`config.mk`:
```
export PLATFORM = sky130hd
export DESIGN_NAME = seq_mul_div
export DESIGN_NICKNAME = d
export VERILOG_FILES = /design/src/rtl/seq_mul_div.sv
export SDC_FILE = /design/constraint.sdc
export NUM_CORES = 1
export LEC_CHECK = 0
export BUFFER_PORTS_ARGS = -buffer_cell sky130_fd_sc_hd__buf_2
export CORE_MARGIN = 4
export CORE_UTILIZATION = 46
export CTS_BUF_LIST = sky130_fd_sc_hd__clkbuf_4 sky130_fd_sc_hd__clkbuf_8 sky130_fd_sc_hd__clkbuf_16
export CTS_CLUSTER_DIAMETER = 120
export DETAILED_ROUTE_END_ITERATION = 8
export HOLD_SLACK_MARGIN = 0.12
export MAX_ROUTING_LAYER = met4
export PLACE_DENSITY = 0.71
export SYNTH_ARGS = -nofsm -noshare
export SYNTH_HDL_FRONTEND = slang
export SYNTH_SLANG_ARGS = --single-unit
```
`constraint.sdc`:
```
create_clock -name clock -period 1.8 [get_ports clock]
set_input_delay 0.18 -clock clock [delete_from_list [all_inputs] [get_ports clock]]
set_output_delay 0.18 -clock clock [all_outputs]
set_load 0.01 [all_outputs]
```
`src/rtl/seq_mul_div.sv`:
```
// Sequential 8x8 unsigned multiply and 8/8 unsigned divide driven through the shared 8-bit ALU.
// Each operation takes 8 two-cycle iterations; the done pulse follows in cycle 17.
module seq_mul_div (
   input  logic       clock,
   input  logic       reset,
   input  logic       start,
   input  logic       op,
   input  logic [7:0] operando_a,
   input  logic [7:0] operando_b,
   output logic       busy,
   output logic       done,
   output logic [7:0] resultado_hi,
   output logic [7:0] resultado_lo,
   output logic       div_zero,
   output logic       alu_sel,
   output logic [7:0] alu_entrada1,
   output logic [7:0] alu_entrada2,
   output logic [2:0] alu_sinal,
   input  logic [7:0] alu_saida
);

   typedef enum logic [1:0] {
      S_IDLE,
      S_CALC_A,
      S_CALC_B,
      S_DONE
   } state_t;

   localparam logic       OP_MUL  = 1'b0;
   localparam logic [2:0] ALU_AND = 3'b000;
   localparam logic [2:0] ALU_ADD = 3'b010;
   localparam logic [2:0] ALU_SUB = 3'b011;
   localparam logic [2:0] ALU_SLT = 3'b100;

   state_t     r_state;
   logic [2:0] r_iter;
   logic       r_op;
   logic [7:0] r_m;      // MUL: multiplicand M, DIV: divisor D
   logic [7:0] r_hi;     // MUL: P_hi,           DIV: remainder R
   logic [7:0] r_lo;     // MUL: P_lo,           DIV: quotient Q
   logic [7:0] r_s;      // MUL: partial sum S,  DIV: trial value T
   logic       r_lt;
   logic       r_ovf;
   logic       r_busy;
   logic       r_done;
   logic [7:0] r_res_hi;
   logic [7:0] r_res_lo;
   logic       r_div_zero;

   logic [7:0] w_addend;
   logic [7:0] w_div_t;
   logic       w_div_take;
   logic [7:0] w_hi_nxt;
   logic [7:0] w_lo_nxt;

   assign w_addend   = r_lo[0] ? r_m : 8'h00;
   assign w_div_t    = {r_hi[6:0], r_lo[7]};
   assign w_div_take = r_ovf | ~r_lt;

   // End-of-iteration values; in CALC_B alu_saida is the SLT carry (MUL) or T-D (DIV).
   assign w_hi_nxt = (r_op == OP_MUL) ? {alu_saida[0], r_s[7:1]}
                                      : (w_div_take ? alu_saida : r_s);
   assign w_lo_nxt = (r_op == OP_MUL) ? {r_s[0], r_lo[7:1]}
                                      : {r_lo[7:1], w_div_take};

   // NOTE: every output of this block gets a default first, so no latch is inferred.
   always_comb begin
      alu_entrada1 = 8'h00;
      alu_entrada2 = 8'h00;
      alu_sinal    = ALU_AND;
      case (r_state)
         S_CALC_A: begin
            if (r_op == OP_MUL) begin
               alu_entrada1 = r_hi;
               alu_entrada2 = w_addend;
               alu_sinal    = ALU_ADD;
            end else begin
               alu_entrada1 = w_div_t;
               alu_entrada2 = r_m;
               alu_sinal    = ALU_SLT;
            end
         end
         S_CALC_B: begin
            alu_entrada1 = r_s;
            alu_entrada2 = (r_op == OP_MUL) ? w_addend : r_m;
            alu_sinal    = (r_op == OP_MUL) ? ALU_SLT : ALU_SUB;
         end
         default: ;
      endcase
   end

   // NOTE: state is updated with non-blocking assignments only, so every register
   // sees the pre-edge values of the others regardless of statement order.
   always_ff @(posedge clock) begin
      if (reset) begin
         r_state    <= S_IDLE;
         r_iter     <= 3'd0;
         r_op       <= OP_MUL;
         r_m        <= 8'h00;
         r_hi       <= 8'h00;
         r_lo       <= 8'h00;
         r_s        <= 8'h00;
         r_lt       <= 1'b0;
         r_ovf      <= 1'b0;
         r_busy     <= 1'b0;
         r_done     <= 1'b0;
         r_res_hi   <= 8'h00;
         r_res_lo   <= 8'h00;
         r_div_zero <= 1'b0;
      end else begin
         r_done <= 1'b0;
         case (r_state)
            S_IDLE: begin
               if (start) begin
                  r_op       <= op;
                  r_div_zero <= 1'b0;
                  if (op != OP_MUL && operando_b == 8'h00) begin
                     r_state    <= S_DONE;
                     r_done     <= 1'b1;
                     r_res_hi   <= operando_a;
                     r_res_lo   <= 8'hFF;
                     r_div_zero <= 1'b1;
                  end else begin
                     r_state <= S_CALC_A;
                     r_busy  <= 1'b1;
                     r_iter  <= 3'd0;
                     r_m     <= (op == OP_MUL) ? operando_a : operando_b;
                     r_lo    <= (op == OP_MUL) ? operando_b : operando_a;
                     r_hi    <= 8'h00;
                  end
               end
            end
            S_CALC_A: begin
               r_state <= S_CALC_B;
               if (r_op == OP_MUL) begin
                  r_s <= alu_saida;
               end else begin
                  r_s   <= w_div_t;
                  r_lt  <= alu_saida[0];
                  r_ovf <= r_hi[7];
                  r_lo  <= {r_lo[6:0], 1'b0};
               end
            end
            S_CALC_B: begin
               r_hi <= w_hi_nxt;
               r_lo <= w_lo_nxt;
               if (r_iter == 3'd7) begin
                  // The done cycle is spent in IDLE so a start there is taken at edge 17.
                  r_state  <= S_IDLE;
                  r_busy   <= 1'b0;
                  r_done   <= 1'b1;
                  r_res_hi <= w_hi_nxt;
                  r_res_lo <= w_lo_nxt;
                  r_iter   <= 3'd0;
               end else begin
                  r_state <= S_CALC_A;
                  r_iter  <= r_iter + 3'd1;
               end
            end
            S_DONE: begin
               r_state <= S_IDLE;
            end
            default: r_state <= S_IDLE;
         endcase
      end
   end

   assign busy         = r_busy;
   assign alu_sel      = r_busy;
   assign done         = r_done;
   assign resultado_hi = r_res_hi;
   assign resultado_lo = r_res_lo;
   assign div_zero     = r_div_zero;

endmodule

```
; ---- Word level (Yosys, flattened, before mapping)
; Index checks and enable logic that the tools add are counted.
[classes]
n_addsub = 1
eq_ne = 9
n_mux = 45
bitwise = 3
n_reduce_logical = 13
[ops]
columns = operator, count
row1 = $mux W8, 21
row2 = $pmux W8 S2, 4
row3 = $pmux W8 S3, 1
row4 = $mux W3, 5
row5 = $pmux W3 S2, 2
row6 = $reduce_and A4 Y1, 3
row7 = $ne A2 B2 Y1 const B, 5
row8 = $logic_not A8 Y1, 1
row9 = $pmux W2 S4, 1
row10 = $mux W1, 7
row11 = $reduce_and A3 Y1, 2
row12 = $eq A2 B2 Y1 const B, 2
row13 = $mux W2, 2
row14 = $pmux W1 S2, 2
row15 = $reduce_and A2 Y1, 2
row16 = $add A3 B1 Y3 const B, 1
row17 = $eq A3 B3 Y1 const B, 1
row18 = $reduce_bool A3 Y1, 1
row19 = $eq A2 B1 Y1 const B, 1
row20 = $logic_not A2 Y1, 1
row21 = $not A1 Y1, 2
row22 = $reduce_bool A2 Y1, 1
row23 = $reduce_or A2 Y1, 1
row24 = $logic_and A1 B1 Y1, 1
row25 = $or A1 B1 Y1, 1
[word_totals]
register_bits = 59
input_bits = 28
out_inout_bits = 39
wordCells = 85

; ---- Depth between registers and ports, before layout
[depth]
ltp_word = 6
depth_mapped = 9

; ---- Least setup slack after synthesis
; Ideal clock, no wire load.
[synth_path]
kind = register to register
startpoint = register r_state[0]
endpoint = register r_res_lo[0], in the netlist resultado_lo[0]
arrival_time_ns = 1.653
required_ns = 1.668
setup_slack_ns = 0.015
stages_incl_launch_ff = 10
path_cell_list = dfxtp_1 inv_1 ha_1 buf_2 mux2_2 and4_1 buf_6 buf_12 nor3_1 nor3_1
[synth_via]
elab_chain_len = 3
[synth_lines]
columns = element, line_no
row1 = "start, declared", 35  ; state_t r_state;
row2 = "start signal, assigned", 96  ; r_state <= S_IDLE;
row3 = "start signal, assigned", 118  ; r_state <= S_DONE;
row4 = "start signal, assigned", 124  ; r_state <= S_CALC_A;
row5 = $eq A2 B2 Y1 or $logic_not A2 Y1 (tied branches), 112  ; case (r_state)
row6 = $ne A2 B2 Y1 (no source line) or $reduce_bool A2 Y1 (tied branches), -
row7 = $reduce_and A4 Y1 (no source line), -
row8 = "end signal, assigned", 153  ; r_res_lo <= w_lo_nxt;
row9 = "end, declared", 47  ; logic [7:0] r_res_lo;
; Several ways; a longest one is shown, not always the timed one.
; A chain may end at the register's enable or synchronous reset.

; ---- Worst setup path after layout
[layout_path]
startpoint = register r_state[0]
endpoint = register r_res_lo[5], in the netlist resultado_lo[5]
; Same word-level chain as after synthesis.

==> flow_summary.ini <==
[outcome]
status = finished, final reports clean

[global_route]
global_route_wire_length_before_repair_um = 16700
number_of_global_route_vias_before_repair = 3274
antenna_violations_before_repair = 0
grt-ovfl-total = 0
largest_net_degree_at_the_start_of_global_routing = 30
grt_use_total = 0.242

[yosys]
synthFlopType = dfxtp_1
synth_top_cell_area_share = 0.332
synth.cell_area_um2 = 3560
yosys.area.top_type = dfxtp_1
synth_net_count = 438
synthesis.area_per_instance_um2 = 8.84
synth_async_sr_flop_share = 0
synth-edff-count = 0
postSynthCellCount = 403
synth-seq-cells = 59
synth.yosys.warnings = 0
yosys.cell_types.count = 48
synth_top_cells_by_area = dfxtp_1 33%, a211oi_1 5.7%, mux2i_1 5.3%
synth_seq_area_share = 0.332

[sta]
final_worst_path_setup_slack_ns = 0.0370
rsz0062_at_grt = true
timing.max_slew.rel_slack = 0.624
fmaxAchievable_mhz = 567
setup_skew_after_layout_ns = 0.00933
worst_slew_pin_slew_ns = 0.560
finalHoldViolations = 0
fin_hold_ws_ns = 0.132
setup-violations-final = 0
totalNegativeSetupSlack_ns = 0
final-max-slew-violation-count = 0
final.period_utilization = 0.979
layout_min_cycle_time_ns = 1.76

[hold_path]
hp-start = alu_saida[0]
timing.hold.worst_endpoint = r_lt
hold_path_class = in2reg
whs_path_cells = 3

[placement]
post-dp-hpwl_um = 7370
place_inst = 562
placement.setup.worst_slack_ns = 0.00570
gpl.final_weighted_congestion = 0.986
io_buffers = 66

[clock_tree]
cts.hold.buffers_added = 0
cts_inserted_buffers = 9
cts_max_level = 3
clock_insertion_delay_at_the_later_pin_of_the_skew_report_ns = 0.35
clkSinkCount = 59
path_clk_slew_ns = 0.07
clockBufferDepth = 2
cts_root_buffer = clkbuf_8
cts_tree = built

[route]
drt-initial-drc-count = 309
routed-via-count = 3599
drt_pre_antenna_iters = 5
post_drt_via_cell_ratio = 6.08
drt.antenna.violating_nets = 0
routedWlPerCell_um = 18.9
detail_route.drc_violations = 0
wl_um = 11200

[final_layout]
area.sequential_um2 = 1190
final_net_count = 523
final_layout_size_suffix_gt1_frac = 0.406
antenna-diode-count = 0
fillCellCount = 590
multi_input_area_um2 = 2320
area_growth_syn_to_layout_pct = 33.8
post_layout_nonfiller_instances = 592

[die]
design.core.area_um2 = 7410
die_h_um = 96
design.die.area_um2 = 9220
fp-row-count = 31
initial_utilization = 0.481
die_w_um = 96
pin_count = 67

[critical_path]
critPathArrivalTime_ns = 2.02
timing.critical_path.from_type = flip-flop
worst-r2r-setup-slack_ns = 0.04
worst_reg_to_reg_path_cell_count = 8
setup.worst_path.class = reg2reg
worstReg2RegStart = r_state[0]
crit-reg2reg-capture = resultado_lo[5]
biggest_fanout_along_the_worst_timing_path = 15
timing.critical_path.required_ns = 2.05
critPathCaptureType = flip-flop

[power]
pwr_density_cell_nw_per_um2 = 864
power_leakage_nw = 1.89
ir_worst_vdd_mv = 0.336

[job]
max_cap_viols = 0
## metrics by stage
step | instance area, µm² | utilization | power [mW]
after global routing | 4770 | 0.643 | 4.32
after floorplan | 3560 | - | 2.31
final | 4770 | 0.643 | 4.12
after CTS | 4450 | 0.600 | 3.93
after global placement | 4140 | 0.558 | 2.70
after detailed placement | 4140 | 0.558 | 2.72
## worst max-delay path by stage
| stage | start | to | slack, ns | cells past startpoint |
|---|---|---|---|---|
| 5_1_grt | r_state[0] | alu_entrada1[1] | -0.03 | 7 |
| 2_1_floorplan | r_state[0] | resultado_lo[0] | 0.02 | 9 |
| 3_3_place_gp | r_state[1] | r_hi[2] | 0.05 | 8 |
| 3_5_place_dp | r_state[1] | r_hi[2] | 0.006 | 8 |
| 4_1_cts | r_state[0] | alu_entrada1[7] | 0.001 | 7 |
| 6_report | r_state[0] | resultado_lo[5] | 0.04 | 8 |
## cells by family (layout without fill, tap and decap cells)
kind of cell	after synthesis	count (layout)	synth area share
buffers and inverters	53	143	0.0731
AOI/OAI and AO/OA	127	127	0.260
and+or+nand+nor	125	125	0.216
adders and majority gates	7	7	0.0246
DFF	59	59	0.332
muxes	32	32	0.0945
## synthesized netlist by cell type, types with 11 or more instances
cell type / number
a211oi_1: 27
a21oi_1: 28
a22oi_1: 13
a311oi_1: 11
clkbuf_1: 20
dfxtp_1: 59
inv_1: 12
mux2_2: 13
mux2i_1: 19
nand2_1: 14
nand3_1: 13
nor2_1: 25
nor2b_1: 19
nor3_1: 11
o21ai_0: 17
## flip-flops by register name, summed over array words and instances (netlist names), 2 cells and up
register,cells
r_m,8
resultado_hi,8
resultado_lo,8
r_hi,8
r_s,8
r_lo,8
r_iter,3
r_state,2
## cell usage in the layout (no fill, tap or decap), types with 3 or more instances in the layout
| master | instances |
|---|---|
| buf_12 | 9 |
| nand2_1 | 13 |
| a211oi_2 | 13 |
| buf_4 | 32 |
| nor3_1 | 5 |
| a21oi_1 | 28 |
| dfxtp_1 | 56 |
| o21ai_0 | 17 |
| mux2i_1 | 19 |
| nor3_2 | 10 |
| o211ai_1 | 4 |
| clkbuf_8 | 9 |
| nor2b_1 | 18 |
| and2_1 | 9 |
| clkinv_2 | 5 |
| a22oi_2 | 4 |
| ha_1 | 4 |
| clkbuf_16 | 4 |
| inv_1 | 10 |
| buf_6 | 3 |
| nor4bb_1 | 8 |
| nor2_1 | 25 |
| ha_4 | 3 |
| a311oi_1 | 9 |
| nand3_1 | 13 |
| nor3_4 | 6 |
| nand2b_1 | 3 |
| a22o_1 | 8 |
| a22oi_1 | 9 |
| mux2_2 | 12 |
| buf_2 | 65 |
| a211oi_1 | 23 |
## timing repair
action	in CTS	in global routing
setup buffers	2	7
resized for setup	25	34
cloned	1	4
setup endpoints to repair	21	45
pin swaps	1	6
## power breakdown
group / internal (mW) / switching [mW]
Clock: 0.493 / 0.567
Sequential: 1.44 / 0.122
Combinational: 0.724 / 0.775
Total: 2.65 / 1.46
## final cells by class
cell class | count | area share
inverter | 13 | 0.0116
timing repair buffer | 114 | 0.191
multi-input combinational | 291 | 0.486
clock inverter | 7 | 0.00945
sequential | 59 | 0.250
tap | 99 | 0.0260
clock buffer | 9 | 0.0260
## critical path: stages (launching register included)
cell and delay, ns:
dfxtp_2 0.36, inv_4 0.06, ha_4 0.19, buf_4 0.14, mux2_4 0.31, nand4_1 0.14, nand2_2 0.08, buf_12 0.16
a311oi_2 0.22
## routing by layer
layer / vias to the layer above / GRT usage / share of wire
met5: - / - / 0
met4: 0 / 0.0995 / 0.024
met3: 29 / 0.0321 / 0.087
met2: 219 / 0.379 / 0.46
met1: 1670 / 0.313 / 0.43
li1: 1681 / - / -
(Power assumes the default switching activity.)
